## src/rtl/full_adder_pkg.sv

```systemverilog
// Shared constants and per-bit full-adder equations for the full_adder slice.
package full_adder_pkg;

    localparam int MIN_WIDTH = 1;
    localparam int MAX_WIDTH = 64;

    function automatic logic fa_sum(input logic a, input logic b, input logic c);
        return a ^ b ^ c;
    endfunction

    // Generate when both operands are set, propagate an incoming carry when exactly one is.
    function automatic logic fa_carry(input logic a, input logic b, input logic c);
        return (a & b) | (c & (a ^ b));
    endfunction

endpackage

```

## src/rtl/full_adder_bit_cell.sv

```systemverilog
// Purely combinational one-bit full adder, the ripple-chain building block.
module fa_bit_cell
    import full_adder_pkg::*;
(
    input  logic a,
    input  logic b,
    input  logic ci,
    output logic s,
    output logic co
);

    assign s  = fa_sum(a, b, ci);
    assign co = fa_carry(a, b, ci);

endmodule

```

## src/rtl/full_adder.sv

```systemverilog
// Width-parameterised ripple-carry full adder with an optional output register stage.
module full_adder
    import full_adder_pkg::*;
#(
    parameter int WIDTH   = 1,
    parameter bit REG_OUT = 1'b1
) (
    input  logic             clk,
    input  logic             rst,
    input  logic             in_valid,
    input  logic [WIDTH-1:0] a,
    input  logic [WIDTH-1:0] b,
    input  logic             cin,
    output logic [WIDTH-1:0] sum,
    output logic             carry,
    output logic             out_valid
);

    if (WIDTH < MIN_WIDTH || WIDTH > MAX_WIDTH) begin : g_bad_width
        $error("full_adder: WIDTH must be in 1..64");
    end

    logic [WIDTH:0]   chain;
    logic [WIDTH-1:0] sum_comb;

    assign chain[0] = cin;

    for (genvar i = 0; i < WIDTH; i++) begin : g_cell
        fa_bit_cell u_cell (
            .a  (a[i]),
            .b  (b[i]),
            .ci (chain[i]),
            .s  (sum_comb[i]),
            .co (chain[i+1])
        );
    end

    if (REG_OUT) begin : g_reg
        logic [WIDTH-1:0] sum_q;
        logic             carry_q;
        logic             valid_q;

        // Result registers load only on accepted inputs so unknown operands in idle cycles never reach them.
        always_ff @(posedge clk) begin
            if (rst) begin
                sum_q   <= '0;
                carry_q <= 1'b0;
                valid_q <= 1'b0;
            end else begin
                valid_q <= in_valid;
                if (in_valid) begin
                    sum_q   <= sum_comb;
                    carry_q <= chain[WIDTH];
                end
            end
        end

        assign sum       = sum_q;
        assign carry     = carry_q;
        assign out_valid = valid_q;
    end else begin : g_comb
        assign sum       = sum_comb;
        assign carry     = chain[WIDTH];
        assign out_valid = in_valid & ~rst;
    end

endmodule

```

## config.mk

```make
export PLATFORM = sky130hd
export DESIGN_NAME = full_adder
export DESIGN_NICKNAME = d
export VERILOG_FILES = /design/src/rtl/full_adder_pkg.sv /design/src/rtl/full_adder_bit_cell.sv /design/src/rtl/full_adder.sv
export SDC_FILE = /design/constraint.sdc
export NUM_CORES = 1
export LEC_CHECK = 0
export CORE_AREA = 2 2 39 41
export CTS_BUF_LIST = sky130_fd_sc_hd__clkbuf_4
export CTS_CLUSTER_SIZE = 25
export DETAILED_ROUTE_END_ITERATION = 10
export DIE_AREA = 0 0 41 43
export GPL_TIMING_DRIVEN = 1
export MAX_ROUTING_LAYER = met4
export SYNTH_ARGS = -nofsm -noshare
export SYNTH_HDL_FRONTEND = slang
export SYNTH_HIERARCHICAL = 1
export SYNTH_SLANG_ARGS = --single-unit
```

## constraint.sdc

```tcl
create_clock -name clk -period 1.91 [get_ports clk]
set_input_delay 0.191 -clock clk [delete_from_list [all_inputs] [get_ports clk]]
set_output_delay 0.191 -clock clk [all_outputs]
set_load 0.05 [all_outputs]
```

### Word-level counts from Yosys, hierarchy flattened

Cells that the tools add are included.

* bits in registers: 3
* bits of input ports: 6
* output and inout bits: 3
* word-level logic and storage cells: 8

* bitwise logic cells: 5

Operators with widths (number)
* $and A1 B1 Y1: 2
* $xor A1 B1 Y1: 2
* $or A1 B1 Y1: 1

### Logic depth before layout (Yosys ltp)

Gate-level depths: netlist (run 1).

* depth after elaboration: 3
* mapped depth: 3
* mapped depth without buffers: 3

### By module

Netlist (run 1), hierarchy kept.

Modules (own cells, without submodules)
* full_adder: instances 1, cells each 8, area each 93.8 um^2, sequential area each 60.1 um^2
* fa_bit_cell: instances 1, cells each 1, area each 20.0 um^2, sequential area each 0.0 um^2

### Worst setup path after synthesis (run 1)

No wires, ideal clock.

* path kind: input -> register
* start point: in a
* end point: reg g_reg.sum_q (netlist: sum)
* library setup time: 0.116 ns
* arrival time: 0.814 ns
* required time: 1.794 ns
* setup slack: 0.980 ns
* stages: 3
* path buffers: 0
* cells stage by stage: fa_1 -> mux2i_1 -> nor2_1

* word-level cells in the longest chain between the ends: 2

Ends and longest elaborated chain
* start, declared: RTL line full_adder.sv:11 `input logic [WIDTH-1:0] a,`
* $xor A1 B1 Y1 (2 in series): RTL line full_adder_pkg.sv:8 `return a ^ b ^ c;`
* end signal, assigned: RTL line full_adder.sv:52 `sum_q <= sum_comb;`
* end, declared: RTL line full_adder.sv:39 `logic [WIDTH-1:0] sum_q;`

No other way between the ends.
A chain may end at the register's enable or synchronous reset.

### Worst setup path in the final report (run 1)

* start point: reg g_reg.carry_q (netlist: carry)
* end point: out carry

RTL lines
* start, declared: RTL line full_adder.sv:40 `logic carry_q;`
* start signal, assigned: RTL line full_adder.sv:53 `carry_q <= chain[WIDTH];`
* end, declared: RTL line full_adder.sv:15 `output logic carry,`

No word-level cell between the ends.

==> results of run 1 <==
-- worst max-delay path by stage --
| stage | endpoint | slack (ps) |
|---|---|---|
| after floorplan | sum | 980 |
| after global placement | sum | 510 |
| after detailed placement | sum | 500 |
| after CTS | carry | 340 |
| after global routing | carry | 300 |
| final | carry | 350 |
-- layout make-up --
cell class              count  area (um^2)
clock buffers               4         30.0
flip-flops and latches      3         60.1
fillers                   157         1140
repair buffers              8         80.1
well taps                  16         20.0
multi-input cells           6         53.8
-- synthesized netlist by cell type --
library cell,n,share of area
dfxtp_1,3,0.53
nor2b_1,1,0.055
nor2_1,2,0.066
fa_1,1,0.18
mux2i_1,2,0.18
-- worst register-to-register path, cell delays in order (launching register included) --
cell and delay [ps]:
dfxtp_1 310, mux2i_1 130, nor2_1 50
-- cells by family after synthesis --
| group | after synthesis |
|---|---|
| DFF | 3 |
| and+or+nand+nor | 3 |
| adders and majority gates | 1 |
| muxes | 2 |
-- routing by layer --
| metal | vias to the layer above | global-route usage | routed length, um |
|---|---|---|---|
| met5 | - | - | 0 |
| met4 | 0 | 0.0800 | 0 |
| met3 | 0 | 0.0471 | 63 |
| met2 | 11 | 0.0375 | 95 |
| met1 | 45 | 0.0385 | 117 |
| li1 | 52 | - | - |
-- power by group through the flow --
stage	logic, mW	registers, mW	clock network, mW
final	0.0464	0.0698	0.125
after global routing	0.0498	0.0703	0.140
after CTS	0.0468	0.0698	0.134
after floorplan	0.00759	0.0863	0
after global placement	0.0461	0.0707	0
after detailed placement	0.0467	0.0708	0
-- metrics by stage --
stage	hold WS (ps)	setup slack, ps	instance area (um^2)	utilization	total power, mW
3_5_place_dp	504	496	214	0.155	0.117
2_1_floorplan	263	980	114	-	0.0939
5_1_grt	554	303	244	0.176	0.260
3_3_place_gp	486	509	214	0.155	0.117
4_1_cts	514	339	244	0.176	0.250
6_report	505	349	244	0.176	0.241
-- state kept, by name, indices dropped and copies added (netlist names) --
signal	count
carry	1
out_valid	1
sum	1
==> flow_metrics.env, run 1 <==
export IMPL_overflow=0
export IMPL_h_tree_depth=1
export IMPL_grtUsageTotal=0.0462
export IMPL_path_depth=1
export IMPL_cts_max_path_buffers=2
export IMPL_rsz0062_at_grt="no"
export IMPL_grt_max_degree=4
export IMPL_hold_path_class="reg2reg"
export IMPL_start_util=0.0823
export IMPL_r2r_end="carry"
export IMPL_ir_drop_mv=0.186
export IMPL_intPower_uw=182
export IMPL_outcome="finished, final reports clean"
export IMPL_worst_pin_slew_ps=491
export IMPL_cts_resized=0
export IMPL_rows=14
export IMPL_ys_seq_area_frac=0.527
export IMPL_synthDistinctLibCells=5
export IMPL_end_kind="output pin"
export IMPL_clock_sinks=3
export IMPL_worstPathRequired_ps=1720
export IMPL_p_clk_frac=0.518
export IMPL_cts_setup_buffers=0
export IMPL_setup_viol=0
export IMPL_synth_seq_cells=3
export IMPL_num_io_pins=9
export IMPL_syn_cell_area_um2=114
export IMPL_slew_headroom=0.671
export IMPL_clkTransAtPathRegs_ps=40
export IMPL_viasPerCell=2.92
export IMPL_drv_cap=0
export IMPL_drtIter0Drc=2
export IMPL_yosys_area_share_adder=0.176
export IMPL_reg2reg_depth=2
export IMPL_startpoint="carry"
export IMPL_seq_power_share=0.290
export IMPL_min_from="sum"
export IMPL_synth_fp_nets=16
export IMPL_final_common_cell="clkdlybuf4s50_1"
export IMPL_cts_hold_fix_buffers=0
export IMPL_holdPathStages=2
export IMPL_core_mm2=0.00138
export IMPL_die_x_um=41
export IMPL_cts_root_buffer="clkbuf_4"
export IMPL_synthMuxAreaShare=0.176
export IMPL_maxSlewViolCount=0
export IMPL_cp_num_buf_inv=1
export IMPL_placed_cells=33
export IMPL_fmax_mhz=641
export IMPL_critPathSlowestCell="clkdlybuf4s50_1"
export IMPL_nets=29
export IMPL_routedWlPerCell_um=7.46
export IMPL_dr_pass1_iters=4
export IMPL_die_area_mm2=0.00176
export IMPL_swShare=0.245
export IMPL_r2r_start="carry"
export IMPL_antenna_found_initial=0
export IMPL_period_needed_ps=1560
export IMPL_detail_route_antenna_nets=0
export IMPL_critical_path_class="reg2out"
export IMPL_final_cell_mix="8 x clkdlybuf4s50_1, 4 x clkbuf_4, 3 x dfxtp_1, 2 x mux2i_1, 2 x nor2_1"
export IMPL_syn_avg_cell_area_um2=12.7
export IMPL_synth_xor_area_frac=0
export IMPL_worst_setup_path_start_kind="register"
export IMPL_postSynthCellCount=9
export IMPL_syn_to_final_growth_pct=114
export IMPL_num_vias=108
export IMPL_grt_pass1_vias=122
export IMPL_hold_end="sum"
export IMPL_numCtsBuffers=3
export IMPL_port_buffers=8
export IMPL_routed_wl_um=276
export IMPL_cts_tree="built"
export IMPL_die_height_um=43
export IMPL_p_leak_nw=0.0985
export IMPL_max_stage_delay_ps=810
export IMPL_cp_max_fo=2
export IMPL_power_density_mw_per_mm2=987
export IMPL_finalSetupTns_ps=0
export IMPL_fin_cells=37
export IMPL_hold_viol=0
export IMPL_clock_latency_ps=230
export IMPL_grt_pass1_wl_um=420
export IMPL_pwr_share_comb=0.193
export IMPL_drc=0
export IMPL_path_cells="clkdlybuf4s50_1"
export IMPL_yosys_area_share_simple=0.121
export IMPL_path_delay_family="buffers and inverters"
export IMPL_worstPathArrival_ps=1370
export IMPL_synth_top_family_by_area="adder cells"
export IMPL_place_gp_congestion=0.583
export IMPL_drive_gt1_frac=0.190
export IMPL_synth_compound_area_frac=0
export IMPL_antennaDiodeCount=0
export IMPL_skew_ps=0
export IMPL_finalCritPeriodShare=0.817
export IMPL_reg2reg_slack_ps=1310
export IMPL_power_switching_uw=59.1
export IMPL_yosysWarnings=6
(Power assumes the default switching activity.)
==> inputs of run 2 (changes only) <==
==> constraint.sdc (replaced) <==
create_clock -name clk -period 1.55 [get_ports clk]
set_input_delay 0.155 -clock clk [delete_from_list [all_inputs] [get_ports clk]]
set_output_delay 0.155 -clock clk [all_outputs]
set_load 0.05 [all_outputs]
==> run 2 against run 1 <==
- hold slack worse by 11 ps
- wire length is 0.72% higher
- sequential power is 23% higher
- via count is 2.8% higher
- sequential share of layout area is 0.78 points higher
- worst setup slack better by 68 ps
- non-clock buffer count stayed put
- flip-flop and latch count stayed put
- critical path type is now in2reg
- critical endpoint is now sum
==> flow_metrics.env, run 2 (synthesized netlist as in run 1, its figures left out) <==
export IMPL_outcome="finished, final reports clean"
export IMPL_start_util=0.0823
export IMPL_detail_route_antenna_nets=0
export IMPL_drtIter0Drc=2
export IMPL_end_kind="register"
export IMPL_hold_viol=0
export IMPL_final_cell_mix="5 x clkdlybuf4s50_1, 4 x clkbuf_4, 3 x dfxtp_1, 3 x buf_4"
export IMPL_grtUsageTotal=0.0545
export IMPL_worst_setup_path_start_kind="input port"
export IMPL_intPower_uw=222
export IMPL_cts_tree="built"
export IMPL_setup_viol=0
export IMPL_worst_pin_slew_ps=117
export IMPL_routedWlPerCell_um=7.51
export IMPL_worstPathArrival_ps=1260
export IMPL_overflow=0
export IMPL_finalSetupTns_ps=0
export IMPL_placed_cell_area_um2=206
export IMPL_holdPathStages=2
export IMPL_rsz0062_at_grt="no"
export IMPL_path_cells="clkdlybuf4s50_1 -> fa_1 -> mux2i_1 -> nor2_1"
export IMPL_syn_to_final_growth_pct=108
export IMPL_final_common_cell="clkdlybuf4s50_1"
export IMPL_power_switching_uw=76.7
export IMPL_ir_drop_mv=0.416
export IMPL_clkTransAtPathRegs_ps=40
export IMPL_pwr_share_comb=0.186
export IMPL_swShare=0.256
export IMPL_r2r_start="sum"
export IMPL_finalCritPeriodShare=0.731
export IMPL_drive_gt1_frac=0.333
export IMPL_hold_path_class="reg2reg"
export IMPL_nets=29
export IMPL_power_density_mw_per_mm2=1260
export IMPL_clock_latency_ps=230
export IMPL_r2r_end="sum"
export IMPL_drv_cap=0
export IMPL_cts_max_path_buffers=2
export IMPL_die_area_mm2=0.00176
export IMPL_rows=14
export IMPL_h_tree_depth=1
export IMPL_dr_pass1_iters=4
export IMPL_cts_resized=0
export IMPL_max_stage_delay_ps=480
export IMPL_p_clk_frac=0.527
export IMPL_clock_sinks=3
export IMPL_cts_setup_buffers=0
export IMPL_slew_headroom=0.920
export IMPL_port_buffers=8
export IMPL_fmax_mhz=882
export IMPL_drc=0
export IMPL_grt_pass1_vias=123
export IMPL_num_io_pins=9
export IMPL_skew_ps=0
export IMPL_reg2reg_slack_ps=970
export IMPL_grt_pass1_wl_um=496
export IMPL_period_needed_ps=1130
export IMPL_antennaDiodeCount=0
export IMPL_seq_power_share=0.287
export IMPL_cp_max_fo=1
export IMPL_design_area_um2=236
export IMPL_viasPerCell=3.00
export IMPL_antenna_found_initial=0
export IMPL_place_gp_congestion=0.587
export IMPL_worstPathRequired_ps=1670
export IMPL_grt_max_degree=4
export IMPL_core_mm2=0.00138
export IMPL_cts_root_buffer="clkbuf_4"
export IMPL_num_vias=111
export IMPL_reg2reg_depth=2
export IMPL_critical_path_class="in2reg"
export IMPL_numCtsBuffers=3
export IMPL_die_x_um=41
export IMPL_routed_wl_um=278
export IMPL_min_from="carry"
export IMPL_fin_util=0.171
export IMPL_cts_hold_fix_buffers=0
export IMPL_critPathSlowestCell="fa_1"
export IMPL_die_height_um=43
export IMPL_maxSlewViolCount=0
export IMPL_p_leak_nw=0.103
export IMPL_hold_end="carry"
[run 2: cell count changes in the layout (fill, tap and decap cells not counted)]
cell / change
buf_4: +3
clkdlybuf4s50_1: -3
[run 2: final cells by class]
cell class	instances	area, um^2
fillers	150	1150
repair buffers	8	72.6
flip-flops and latches	3	60.1
multi-input cells	6	53.8
clock buffers	4	30.0
well taps	16	20.0
[run 2: worst max-delay path by stage]
stage / startpoint / end / slack (ps) / cells after the start
finish: a / sum / 420 / 4
global route: a / sum / 350 / 4
CTS: a / sum / 420 / 4
detailed placement: a / sum / 170 / 4
global placement: a / sum / 200 / 4
floorplan: a / sum / 660 / 3
[run 2: power by group through the flow]
stage / clock network (mW) / logic (mW) / registers [mW]
5_1_grt: 0.180 / 0.0598 / 0.0866
6_report: 0.158 / 0.0557 / 0.0858
3_5_place_dp: 0 / 0.0560 / 0.0872
3_3_place_gp: 0 / 0.0545 / 0.0873
2_1_floorplan: 0 / 0.00936 / 0.106
4_1_cts: 0.165 / 0.0561 / 0.0859
[run 2: per-stage QoR]
step	setup slack [ps]	power, mW	instances	hold WS (ps)
after floorplan	656	0.116	9	227
after global placement	199	0.142	33	490
after detailed placement	170	0.143	33	490
after CTS	420	0.307	37	499
after global routing	350	0.326	37	535
final	417	0.299	37	494
[run 2: per-layer routing]
| metal | share of wire | track usage | wire length, um | vias up |
|---|---|---|---|---|
| met5 | 0 | - | 0 | - |
| met4 | 0 | 0.0200 | 0 | 0 |
| met3 | 0.35 | 0.0942 | 98 | 0 |
| met2 | 0.23 | 0.0406 | 64 | 14 |
| met1 | 0.42 | 0.0611 | 116 | 45 |
| li1 | - | - | - | 52 |
[run 2: critical path: cells and delay by family]
family,cells,cell delay [ps]
and+or+nand+nor,1,50
adders and majority gates,1,480
muxes,1,140
buffers and inverters,1,430
